==> config.mk <==
export PLATFORM = sky130hd
export DESIGN_NAME = sc_mul_acc
export DESIGN_NICKNAME = d
export VERILOG_FILES = /design/src/rtl/sc_mul_acc.sv
export SDC_FILE = /design/constraint.sdc
export NUM_CORES = 1
export LEC_CHECK = 0
export BUFFER_PORTS_ARGS = -buffer_cell sky130_fd_sc_hd__buf_2
export CAP_MARGIN = 20
export CELL_PAD_IN_SITES_DETAIL_PLACEMENT = 0
export CELL_PAD_IN_SITES_GLOBAL_PLACEMENT = 1
export CORE_MARGIN = 4
export CORE_UTILIZATION = 37
export CTS_CLUSTER_DIAMETER = 120
export DETAILED_ROUTE_END_ITERATION = 6
export PLACE_DENSITY = 0.64
export SETUP_SLACK_MARGIN = 0.4
export SLEW_MARGIN = 20
export SYNTH_ARGS = -nofsm -noshare
export SYNTH_HDL_FRONTEND = slang
export SYNTH_SLANG_ARGS = --single-unit
export TNS_END_PERCENT = 1
==> constraint.sdc <==
create_clock -name clk -period 3.44 [get_ports clk]
set_input_delay 0.344 -clock clk [delete_from_list [all_inputs] [get_ports clk]]
set_output_delay 0.344 -clock clk [all_outputs]
set_load 0.05 [all_outputs]
==> src/rtl/sc_mul_acc.sv <==
// ============================================================================
// sc_mul_acc : stochastic-computing multiplier with on-block ones-counter
// Revision   : 1.0
// ============================================================================
`default_nettype none

module sc_mul_acc #(
  parameter int WIDTH = 8
) (
  input  logic             clk,
  input  logic             rst_n,
  input  logic             start,
  input  logic [WIDTH-1:0] iA,
  input  logic [WIDTH-1:0] iB,
  input  logic             bipolar,
  output logic             busy,
  output logic             oC,
  output logic             oC_vld,
  output logic             done,
  output logic [WIDTH:0]   result
);

  typedef enum logic [1:0] {
    IDLE = 2'd0,
    RUN  = 2'd1,
    DONE = 2'd2
  } state_t;

  state_t state, state_nxt;

  logic [WIDTH-1:0] a_buf, b_buf, cnt, ra;
  logic [WIDTH:0]   acc, acc_nxt;
  logic             mode_buf;
  logic             accept, last, sa, sb;

  assign accept = start && ((state == IDLE) || (state == DONE));
  assign last   = (cnt == {WIDTH{1'b1}});

  // Bit-reversed count (van der Corput) for A, plain ramp for B: decorrelated streams.
  always_comb begin
    ra = '0;
    for (int i = 0; i < WIDTH; i++) ra[i] = cnt[WIDTH-1-i];
  end

  assign sa = (a_buf > ra);
  assign sb = (b_buf > cnt);
  assign oC = (state == RUN) && (mode_buf ? ~(sa ^ sb) : (sa & sb));

  assign acc_nxt = acc + {{WIDTH{1'b0}}, oC};

  always_comb begin
    state_nxt = state;
    case (state)
      IDLE:    if (start) state_nxt = RUN;
      RUN:     if (last)  state_nxt = DONE;
      DONE:    state_nxt = start ? RUN : IDLE;
      default: state_nxt = IDLE;
    endcase
  end

  always_ff @(posedge clk or negedge rst_n) begin
    if (!rst_n) begin
      state    <= IDLE;
      a_buf    <= '0;
      b_buf    <= '0;
      mode_buf <= 1'b0;
      cnt      <= '0;
      acc      <= '0;
      result   <= '0;
    end else begin
      state <= state_nxt;
      if (accept) begin
        a_buf    <= iA;
        b_buf    <= iB;
        mode_buf <= bipolar;
        cnt      <= '0;
        acc      <= '0;
      end else if (state == RUN) begin
        acc <= acc_nxt;
        cnt <= cnt + 1'b1;
        // Final bit folded in here; cnt wraps to 0 on the same edge.
        if (last) result <= acc_nxt;
      end
    end
  end

  assign busy   = (state == RUN);
  assign oC_vld = (state == RUN);
  assign done   = (state == DONE);

endmodule

`default_nettype wire
* Yosys cells after proc, flatten, opt, wreduce, memory -nomap -nowiden *
Index checks and enable logic that the tools add are counted.

storage, ports and cells
  register bits = 45
  output and inout port bits = 13
  logic and storage cells = 36

cells by class
  add/sub/neg operators = 2
  magnitude comparators = 2
  equality and inequality tests = 5
  muxes and demuxes = 9
  bitwise operators = 4
  reduce and logical (&&, ||, !) cells = 7

operator list
  operator               count
  $mux W9                2
  $gt A8 B8 Y1           2
  $mux W8                2
  $add A9 B1 Y9          1
  $add A8 B1 Y8 const B  1
  $eq A8 B8 Y1 const B   1
  $pmux W2 S3            1
  $mux W2                2
  $reduce_and A3 Y1      1
  $eq A2 B1 Y1 const B   1
  $eq A2 B2 Y1 const B   1
  $logic_and A1 B1 Y1    2
  $logic_not A2 Y1       1
  $mux W1                2
  $ne A2 B1 Y1 const B   1
  $ne A2 B2 Y1 const B   1
  $not A1 Y1             2
  $reduce_and A2 Y1      1
  $reduce_bool A2 Y1     1
  $and A1 B1 Y1          1
  $logic_or A1 B1 Y1     1
  $xor A1 B1 Y1          1

* Depth between registers and ports, before layout *
Gate-level depths: netlist (run 1).

  word-level depth = 8
  depth in mapped cells = 15
  depth with buffers taken out = 15

* Worst setup path before layout (run 1) *
No wires, ideal clock.

  path kind = register to register
  start = register cnt[5]
  end = register result[8]
  arrival time = 3,967 ps
  data required time = 3,315 ps
  slack = -652 ps
  cell stages (with the launch flop) = 15
  path buffers = 0
  cell sequence = dfrtp_1 inv_1 ha_1 a21oi_1 o21ai_0 mux2i_1 a21oi_1 ha_1 a211oi_1 ha_1 ha_1 and3_1 nand3_1 xnor2_1 mux2_2

on the way
  cells in the longest elaborated chain, start to end = 6

RTL lines
  what                                    line    source
  start: declaration                      31      logic [WIDTH-1:0] a_buf, b_buf, cnt, ra;
  start signal: assignment                80      cnt <= cnt + 1'b1;
  $gt A8 B8 Y1, on equally long branches  45, 46
  $xor A1 B1 Y1                           47      assign oC = (state == RUN) && (mode_buf ? ~(sa ^ sb) : (sa & sb));
  $not A1 Y1                              47
  $mux W1 *                               47
  $logic_and A1 B1 Y1 *                   47
  via oC                                  17      output logic oC,
  $add A9 B1 Y9 *                         49      assign acc_nxt = acc + {{WIDTH{1'b0}}, oC};
  end signal: assignment                  82      if (last) result <= acc_nxt;
  end: declaration                        20      output logic [WIDTH:0] result

The timed path passes the listed nets; every way through them passes the cells marked *.
A chain may end at the register's enable or synchronous reset.

* Final worst setup path (run 1) *
  start = register cnt[6]
  end = register result[8]

on the way
  cells in the longest elaborated chain, start to end = 6

RTL lines
  what                                    line
  $gt A8 B8 Y1, on equally long branches  45, 46
  $xor A1 B1 Y1                           47
  $not A1 Y1                              47
  $mux W1                                 47
  $logic_and A1 B1 Y1                     47
  $add A9 B1 Y9                           49

Several ways; a longest one is shown, not always the timed one.

==> impl_metrics.csv, run 1 <==
group,metric,value,unit
run_status,outcome,"finished, final reports clean",
logic_synthesis,synth_area,0.00238,mm²
logic_synthesis,yosysSeqAreaShare,47.2,%
power_and_ir_drop,p_int,0.00157,W
cts,cts_made_buffers,5,
global_routing,grt_pass1_vias,1789,
job,maxCapViolations,0,
global_routing,grt.total_usage,14.6,%
power_and_ir_drop,p_leak,1.43,nW
final_layout,synthToLayoutAreaGrowth,23.3,%
route,final_antenna_net_count,0,
placed_design,port_buffers,32,
final_layout,final_cells,366,
timing,fin_crit_sh,85.2,%
global_routing,overflow,0,
logic_synthesis,ys_warn_count,0,
floorplanning,fp.dieW,88.3,µm
cts,cts.sinks,45,
power_and_ir_drop,switching_share,39.7,%
cts,hold_buffers,0,
critical_path,startpoint_type,"flop",
power_and_ir_drop,power_frac_clock,16.1,%
placed_design,dp.cells,350,
route,vias,1782,
global_routing,grt_antenna_before_repair,0,
timing,timing.final.hold_violations,0,
final_layout,final_common_cell,"nand2_1",
floorplanning,coreArea,0.00610,mm²
cts,root_buffer,"clkbuf_8",
final_layout,n_antenna_cell,0,
floorplanning,pin_count,33,
logic_synthesis,syn-num-nets,288,
logic_synthesis,syn_avg_cell_area,9.62,µm²
timing,setup_viol,0,
floorplanning,die_h,88.3,µm
floorplanning,die_area,0.00779,mm²
power_and_ir_drop,power.density,885,mW/mm²
timing,fin_skew,0.00729,ns
timing,period_needed,2.93,ns
critical_path,critPathKind,"reg2reg",
logic_synthesis,synth_seq_cells,45,
power_and_ir_drop,peakVddDrop,0.387,mV
worst_hold_path,hp-class,"in2async",
critical_path,worst-path-max-fanout,5,
cts,clkLatencyLatePin,0.30,ns
critical_path,r2r_cells,14,
power_and_ir_drop,seq_power_share,33.1,%
timing,slew_viol_final,0,
critical_path,end_kind,"flop",
cts,cts_tree,"yes",
critical_path,cp.arrival,3.13,ns
placed_design,gp_congestion,0.737,
power_and_ir_drop,p_switching,0.00103,W
route,drt-total-wl,5220,µm
global_routing,grt_max_degree,46,
route,drtIter0Drc,71,
final_layout,final_cell_mix,"nand2_1, dfrtp_1, buf_2",
cts,cts_buffer_depth,2,
logic_synthesis,syn_inst,248,
final_layout,drive_gt1_share,30.6,%
timing,rsz0062_at_grt,"true",
route,via_per_inst,4.87,
cts,htree_levels,2,
timing,setup_tns,0,ns
final_layout,n_fill_cell,604,
timing,tightest_slew,0.713,ns
power_and_ir_drop,p_comb_share,50.7,%
route,routedWlPerCell,14.3,µm
cts,clk_pin_slew_worst_paths,0.09,ns
global_routing,grt_pass1_wl,8720,µm
floorplanning,initial_core_util,39.1,%
route,drc,0,
timing,slew_headroom,52.5,%
placed_design,dp.final_hpwl,3610,µm
final_layout,fin_nets,330,
route,drt-pass1-iter-count,6,
critical_path,required,3.63,ns
floorplanning,rows,28,
timing,fmax,341,MHz
logic_synthesis,synth_cell_types,31,
==> cells by family (layout without fill, tap and decap cells) <==
family	count (synthesis)	count (layout)	synth area share (%)
adders and majority gates	20	20	10.5
buffers and inverters	23	66	4.09
AOI/OAI and AO/OA	42	42	10.3
DFF	45	45	47.2
muxes	11	11	5.09
xor gates and xnor gates	11	11	4.04
and+or+nand+nor	96	96	18.8
==> layer usage <==
metal / track usage (%) / wire length (µm) / vias to the layer above / share of wire (%)
met5: 0 / 0 / - / 0
met4: 3.71 / 57 / 0 / 1.1
met3: 4.47 / 273 / 5 / 5.2
met2: 21.3 / 2210 / 32 / 42
met1: 21.2 / 2680 / 822 / 51
li1: - / - / 923 / -
==> path summary, 6_finish.rpt <==
| check | from | to | slack, ns |
|---|---|---|---|
| min in group clk | iB[6] | b_buf[6] | 0.22 |
| max reg2reg | cnt[6] | result[8] | 0.51 |
| max in group asynchronous | rst_n | cnt[1] | 3.00 |
| min | rst_n | a_buf[6] | 0.04 |
| max | cnt[6] | result[8] | 0.51 |
| min reg2reg | b_buf[6] | b_buf[6] | 0.50 |
==> timing repair <==
action                                  4_1_cts  5_1_grt
pin swaps                                     5        6
buffers inserted                              6        2
endpoints found under the setup margin        7        7
gates resized for setup                       7       13
==> worst max-delay path, stage by stage, from the launching register on <==
cell and delay (ns):
dfrtp_1 0.40, inv_2 0.07, ha_4 0.27, nor2b_4 0.12, o21a_1 0.14, o21ai_2 0.06, a21oi_2 0.22, ha_4 0.24
a211oi_4 0.24, ha_2 0.24, ha_4 0.13, and3_4 0.22, nand3_2 0.09, xnor2_1 0.13, mux2_2 0.25
==> power by group through the flow <==
stage | Sequential, W | Combinational, W | Clock, W
5_1_grt | 0.000888 | 0.00151 | 0.000457
2_1_floorplan | 0.000848 | 0.000842 | 0
4_1_cts | 0.000850 | 0.00120 | 0.000434
3_5_place_dp | 0.000872 | 0.00110 | 0
6_report | 0.000862 | 0.00132 | 0.000420
3_3_place_gp | 0.000871 | 0.00109 | 0
==> area by class of cell <==
type / instances / area (µm²) / share of cell area [%]
clock buffer: 7 / 86.3 / 2.94
clock inverter: 1 / 30.0 / 1.02
inverter: 12 / 45.0 / 1.53
multi-input combinational: 180 / 1290 / 43.9
sequential: 45 / 1130 / 38.3
tap: 75 / 93.8 / 3.19
timing repair buffer: 46 / 268 / 9.11
==> stage by stage <==
stage          cell area (µm²)  power [W]  worst slack, ns  utilization [%]  hold slack [ns]
2_1_floorplan             2430    0.00169           0.0921                -           0.0484
3_3_place_gp              2670    0.00196            0.263             43.8            0.474
3_5_place_dp              2670    0.00197            0.230             43.8            0.473
4_1_cts                   2850    0.00248            0.413             46.8            0.219
5_1_grt                   2940    0.00286            0.365             48.2           0.0856
6_report                  2940    0.00260            0.508             48.2           0.0428
==> cells in the mapped netlist <==
library cell | number | area, µm²
nand2_1 | 60 | 225
dfrtp_1 | 45 | 1130
ha_1 | 20 | 250
o21ai_0 | 20 | 100
inv_1 | 12 | 45.0
nor2_1 | 11 | 41.3
clkbuf_1 | 9 | 33.8
mux2_2 | 9 | 101
a21oi_1 | 8 | 40.0
xnor2_1 | 8 | 70.1
nand4_1 | 6 | 37.5
nand3_1 | 4 | 20.0
nor2b_1 | 4 | 25.0
o31ai_1 | 4 | 30.0
a22o_1 | 3 | 26.3
and3_1 | 3 | 18.8
xor2_1 | 3 | 26.3
a31oi_1 | 2 | 12.5
and2_1 | 2 | 12.5
mux2i_1 | 2 | 20.0
nand2b_1 | 2 | 12.5
o21a_1 | 2 | 15.0
a211oi_1 | 1 | 7.51
and3_4 | 1 | 11.3
and4b_1 | 1 | 10.0
buf_4 | 1 | 7.51
buf_6 | 1 | 11.3
nand3_4 | 1 | 17.5
nor3_4 | 1 | 16.3
o211ai_1 | 1 | 7.51
o22ai_1 | 1 | 6.26
==> registers in the layout, indices dropped and copies added (netlist names) <==
name and cells:
state 2, b_buf 8, mode_buf 1, cnt 8
a_buf 8, acc 9, result 9
Note: power is estimated with default switching activity, not from simulation.
==> inputs of run 2 (changes only) <==
- ABC_AREA: default -> 1
- PLACE_DENSITY: 0.64 -> 0.67
==> impl_metrics.csv, run 2 <==
group,metric,value,unit
route,drt-pass1-iter-count,4,
cts,htree_levels,2,
timing,timing.final.hold_violations,0,
floorplanning,coreArea,0.00639,mm²
logic_synthesis,yosysSeqAreaShare,46.3,%
critical_path,startpoint_type,"flop",
cts,cts_buffer_depth,2,
critical_path,end_kind,"output pin",
critical_path,crit_chain,"inv_1 > ha_1 > nand2_1 > nor2_2 > nand3_1 > nor2_2 > a21oi_2 > ha_1 > a211oi_4 > buf_4 > buf_2",
logic_synthesis,ys_warn_count,0,
floorplanning,pin_count,33,
placed_design,gp_congestion,0.739,
placed_design,dp.final_hpwl,3810,µm
global_routing,grt_pass1_vias,1852,
floorplanning,die_h,89.1,µm
route,drt-total-wl,5240,µm
final_layout,n_antenna_cell,0,
timing,slew_headroom,52.6,%
global_routing,grt_antenna_before_repair,0,
timing,rsz0062_at_grt,"true",
global_routing,grt_pass1_wl,9050,µm
final_layout,n_fill_cell,682,
timing,setup_viol,0,
logic_synthesis,yosys-top-cells-count,"nand2_1, dfrtp_1, inv_1",
floorplanning,die_area,0.00794,mm²
cts,cts_tree,"yes",
logic_synthesis,synth_area,0.00243,mm²
timing,tightest_slew,0.710,ns
cts,cts_made_buffers,5,
global_routing,overflow,0,
route,routedWlPerCell,12.5,µm
global_routing,grt.total_usage,14.8,%
final_layout,drive_gt1_share,19.1,%
cts,hold_buffers,0,
run_status,outcome,"finished, final reports clean",
worst_hold_path,hp-class,"in2async",
floorplanning,rows,29,
route,via_per_inst,4.62,
cts,clk_pin_slew_worst_paths,0.09,ns
floorplanning,initial_core_util,38.1,%
route,vias,1932,
power_and_ir_drop,peakVddDrop,0.178,mV
final_layout,largest_registers,"acc (9), result (9)",
critical_path,critPathLaunch,"cnt[7]",
final_layout,synthToLayoutAreaGrowth,15.0,%
global_routing,grt_max_degree,46,
critical_path,cp.arrival,2.54,ns
logic_synthesis,synth_flop_cell,"dfrtp_1",
logic_synthesis,syn_avg_cell_area,7.95,µm²
logic_synthesis,synth_area_leaders,"dfrtp_1, nand2_1, ha_1",
logic_synthesis,synth_cell_types,26,
cts,clkLatencyLatePin,0.30,ns
placed_design,dp.cells,408,
logic_synthesis,synth_most_common_cell,"nand2_1",
logic_synthesis,synth_seq_cells,45,
final_layout,fin_nets,380,
cts,cts.sinks,45,
critical_path,cp_slowest_stage_delay,0.41,ns
timing,setup_tns,0,ns
power_and_ir_drop,p_leak,1.65,nW
final_layout,final_cells,418,
logic_synthesis,synth-async-reset-ratio,100,%
logic_synthesis,syn_inst,306,
timing,period_needed,2.88,ns
critical_path,r2r-start,"cnt[7]",
timing,fin_skew,0.00864,ns
timing,fmax,347,MHz
logic_synthesis,synth-edff-count,0,
logic_synthesis,syn-num-nets,346,
route,final_antenna_net_count,0,
floorplanning,fp.dieW,89.1,µm
timing,slew_viol_final,0,
critical_path,r2r_cells,17,
logic_synthesis,yosysTopAreaCell,"dfrtp_1",
final_layout,final_cell_mix,"nand2_1, dfrtp_1, buf_2",
critical_path,crit_family,"adder cells",
timing,hold_ws,0.0489,ns
critical_path,cp_slowest_cell,"dfrtp_1",
route,drc,0,
critical_path,worst-path-buf-inv,3,
critical_path,critPathKind,"reg2out",
job,maxCapViolations,0,
critical_path,crit_cells,11,
critical_path,required,3.10,ns
power_and_ir_drop,report.power.total,0.000875,W
placed_design,port_buffers,32,
final_layout,final_common_cell,"nand2_1",
route,drtIter0Drc,51,
power_and_ir_drop,power.density,313,mW/mm²
logic_synthesis,synth_top_area_share,46.3,%
critical_path,worst-path-max-fanout,4,
timing,fin_crit_sh,83.8,%
cts,root_buffer,"clkbuf_8",
-- run 2: cell types whose count changed in the layout (fill, tap and decap cells not counted), sizes merged, moves of 4 or more --
cell   delta
nand4     -5
buf      -11
nor2     +11
o21ai     -7
inv      +19
and3      -4
xnor2     -8
nor2b     -4
nand2    +79
mux2      -9
o31ai     -4
-- run 2: routing by layer --
metal	GRT usage, %	routed length (µm)
met1	21.5	2760
met2	22.4	2270
met3	3.32	165
met4	3.65	49
met5	0	0
-- run 2: cell families after synthesis --
group	after synthesis	synth area share [%]
xor gates and xnor gates	2	0.720
adders and majority gates	20	10.3
DFF	45	46.3
and+or+nand+nor	172	28.9
AOI/OAI and AO/OA	28	6.53
buffers and inverters	39	7.30
-- run 2: through the flow --
stage	utilization [%]	setup slack [ns]	area, µm²
finish	43.8	0.558	2800
global route	43.8	0.340	2800
CTS	43.2	0.441	2760
detailed placement	41.9	0.454	2680
global placement	41.9	0.468	2680
floorplan	-	0.396	2480
-- run 2: report_power, final --
group          internal, W  switching, W
logic           0.00000772     0.0000130
registers         0.000528             0
clock network     0.000141      0.000184
total             0.000677      0.000197
-- run 2: cell type report --
type	instances	area [µm²]	area share [%]
clock buffer	6	72.6	2.59
timing repair buffer	35	185	6.62
tap	77	96.3	3.44
clock inverter	2	10.0	0.358
multi-input combinational	222	1190	42.6
sequential	45	1130	40.3
inverter	31	116	4.16
-- run 2: final timing paths --
kind | end | slack (ns)
min in group clk | b_buf[1] | 0.23
min reg2reg | result[3] | 0.47
max in group asynchronous | cnt[6] | 2.98
max | oC | 0.56
max reg2reg | acc[4] | 0.60
min | result[8] | 0.05
-- run 2: repair_timing --
action,in CTS,in global routing
buffers inserted,0,2
endpoints found under the setup margin,0,13
gates resized for setup,0,7
==> inputs of run 3 (changes only) <==
- ABC_AREA: 1 -> 0
- PLACE_DENSITY: 0.67 -> 0.64
- clock period: 3.44 -> 2.7 ns (I/O delays scaled with it)
==> impl_metrics.csv, run 3 (synthesized netlist as in run 1, its figures left out) <==
group,metric,value,unit
timing,slew_viol_final,0,
critical_path,r2r-start,"a_buf[7]",
critical_path,ff2ff_setup_slack,-0.18,ns
timing,fin_ws,-0.176,ns
run_status,outcome,"complete, but fails checks",
cts,cts_buffer_depth,2,
critical_path,required,2.89,ns
placed_design,gp_congestion,0.825,
global_routing,grt_pass1_vias,1876,
global_routing,grt_antenna_before_repair,0,
timing,timing.final.hold_violations,45,
timing,fin_crit_sh,107,%
floorplanning,die_h,88.3,µm
cts,clk_pin_slew_worst_paths,0.08,ns
job,maxCapViolations,0,
final_layout,n_antenna_cell,0,
cts,clkLatencyLatePin,0.30,ns
floorplanning,coreArea,0.00610,mm²
final_layout,n_fill_cell,599,
critical_path,cp_slowest_stage_delay,0.43,ns
final_layout,largest_registers,"acc (9), result (9)",
floorplanning,pin_count,33,
timing,slew_headroom,51.3,%
timing,rsz0062_at_grt,"true",
route,drt-total-wl,5470,µm
cts,hold_buffers,0,
power_and_ir_drop,p_leak,1.52,nW
timing,period_needed,2.88,ns
placed_design,dp_slack,-0.332,ns
route,vias,1874,
critical_path,crit_family,"adder cells",
route,drc,0,
final_layout,drive_gt1_share,36.2,%
critical_path,worst-path-max-fanout,5,
power_and_ir_drop,report.power.total,0.00359,W
power_and_ir_drop,peakVddDrop,0.629,mV
global_routing,grt_pass1_wl,9130,µm
worst_hold_path,hp-class,"in2async",
power_and_ir_drop,power.density,1140,mW/mm²
timing,fmax,348,MHz
route,drtIter0Drc,88,
global_routing,grt_max_degree,46,
critical_path,crit_top_cell,"ha_4",
critical_path,crit_chain,"ha_4 > nand2_1 > o21ai_2 > mux2i_1 > a21oi_2 > ha_4 > a211oi_4 > ha_4 > ha_4 > and3_4 > nand3_4 > xnor2_2 > mux2_4",
floorplanning,rows,28,
run_status,violations,"negative hold slack, negative setup slack",
final_layout,final_common_cell,"nand2_1",
cts,htree_levels,2,
placed_design,dp.final_hpwl,3740,µm
route,drt-pass1-iter-count,4,
critical_path,r2r-end,"result[8]",
final_layout,synthToLayoutAreaGrowth,32.4,%
timing,hold_ws,-0.0428,ns
critical_path,r2r_cells,13,
critical_path,startpoint_type,"flop",
cts,root_buffer,"clkbuf_8",
cts,cts_made_buffers,5,
cts,cts_tree,"yes",
critical_path,end_kind,"flop",
timing,tightest_slew,0.730,ns
final_layout,final_cell_mix,"nand2_1, dfrtp_1, buf_4",
critical_path,critPathKind,"reg2reg",
final_layout,fin_nets,348,
timing,fin_skew,0.00446,ns
cts,cts.sinks,45,
floorplanning,initial_core_util,39.1,%
route,via_per_inst,4.88,
global_routing,overflow,0,
route,final_antenna_net_count,0,
floorplanning,die_area,0.00779,mm²
critical_path,cp.arrival,3.07,ns
placed_design,port_buffers,32,
global_routing,grt.total_usage,15.3,%
route,routedWlPerCell,14.3,µm
timing,setup_viol,10,
critical_path,worst-path-buf-inv,0,
critical_path,cp_slowest_cell,"dfrtp_1",
floorplanning,fp.dieW,88.3,µm
timing,setup_tns,-0.784,ns
run 3: cell types whose count changed in the layout (fill, tap and decap cells not counted), moves of 7 or more:
cell,delta
nand2_1,-74
ha_1,-8
ha_4,+9
inv_1,-19
buf_4,+27
xnor2_1,+7
run 3: final cells by class:
cell class,instances,area [µm²],share of cell area (%)
Clock buffer,8,80.1,2.54
Sequential cell,45,1130,35.7
Tap cell,75,93.8,2.97
Inverter,12,45.0,1.43
Multi-Input combinational cell,180,1390,44.1
Timing Repair Buffer,64,420,13.3
run 3: metrics by stage:
step	instances	utilization, %	cell area (µm²)
5_1_grt	384	51.8	3160
4_1_cts	382	49.2	3000
2_1_floorplan	248	-	2430
6_report	384	51.8	3160
3_3_place_gp	371	46.4	2830
3_5_place_dp	371	46.4	2830
run 3: worst max path at each step:
stage	startpoint	to	slack, ns	cells past startpoint
2_1_floorplan	cnt[6]	result[8]	-0.65	14
3_3_place_gp	cnt[5]	result[8]	-0.34	14
3_5_place_dp	cnt[6]	result[8]	-0.33	14
4_1_cts	cnt[6]	result[8]	-0.24	14
5_1_grt	cnt[5]	result[8]	-0.29	14
6_report	a_buf[7]	result[8]	-0.18	13
run 3: where the power goes:
| part | internal [W] | leakage, nW | switching, W |
|---|---|---|---|
| registers | 0.000904 | 0.575 | 0.000215 |
| clock network | 0.000184 | 0.0395 | 0.000229 |
| logic | 0.00106 | 0.904 | 0.000992 |
| total | 0.00215 | 1.52 | 0.00143 |
run 3: routing by layer:
layer | global-route usage (%) | part of all wire [%]
met4 | 4.53 | 0.18
met3 | 3.35 | 4.5
met2 | 21.5 | 44
met1 | 23.4 | 51
met5 | 0 | 0
run 3: worst reg2reg max path, stage by stage (launching register included):
cell	delay [ns]
dfrtp_1	0.43
ha_4	0.29
nand2_1	0.07
o21ai_2	0.15
mux2i_1	0.10
a21oi_2	0.18
ha_4	0.24
a211oi_4	0.29
ha_4	0.19
ha_4	0.12
and3_4	0.22
nand3_4	0.09
xnor2_2	0.14
mux2_4	0.25
run 3: what timing repair did:
action                                  CTS  global route
cloned                                    0             0
resized for setup                        19            23
setup buffers                             3             2
endpoints found under the setup margin   19            19
pin swaps                                10             8
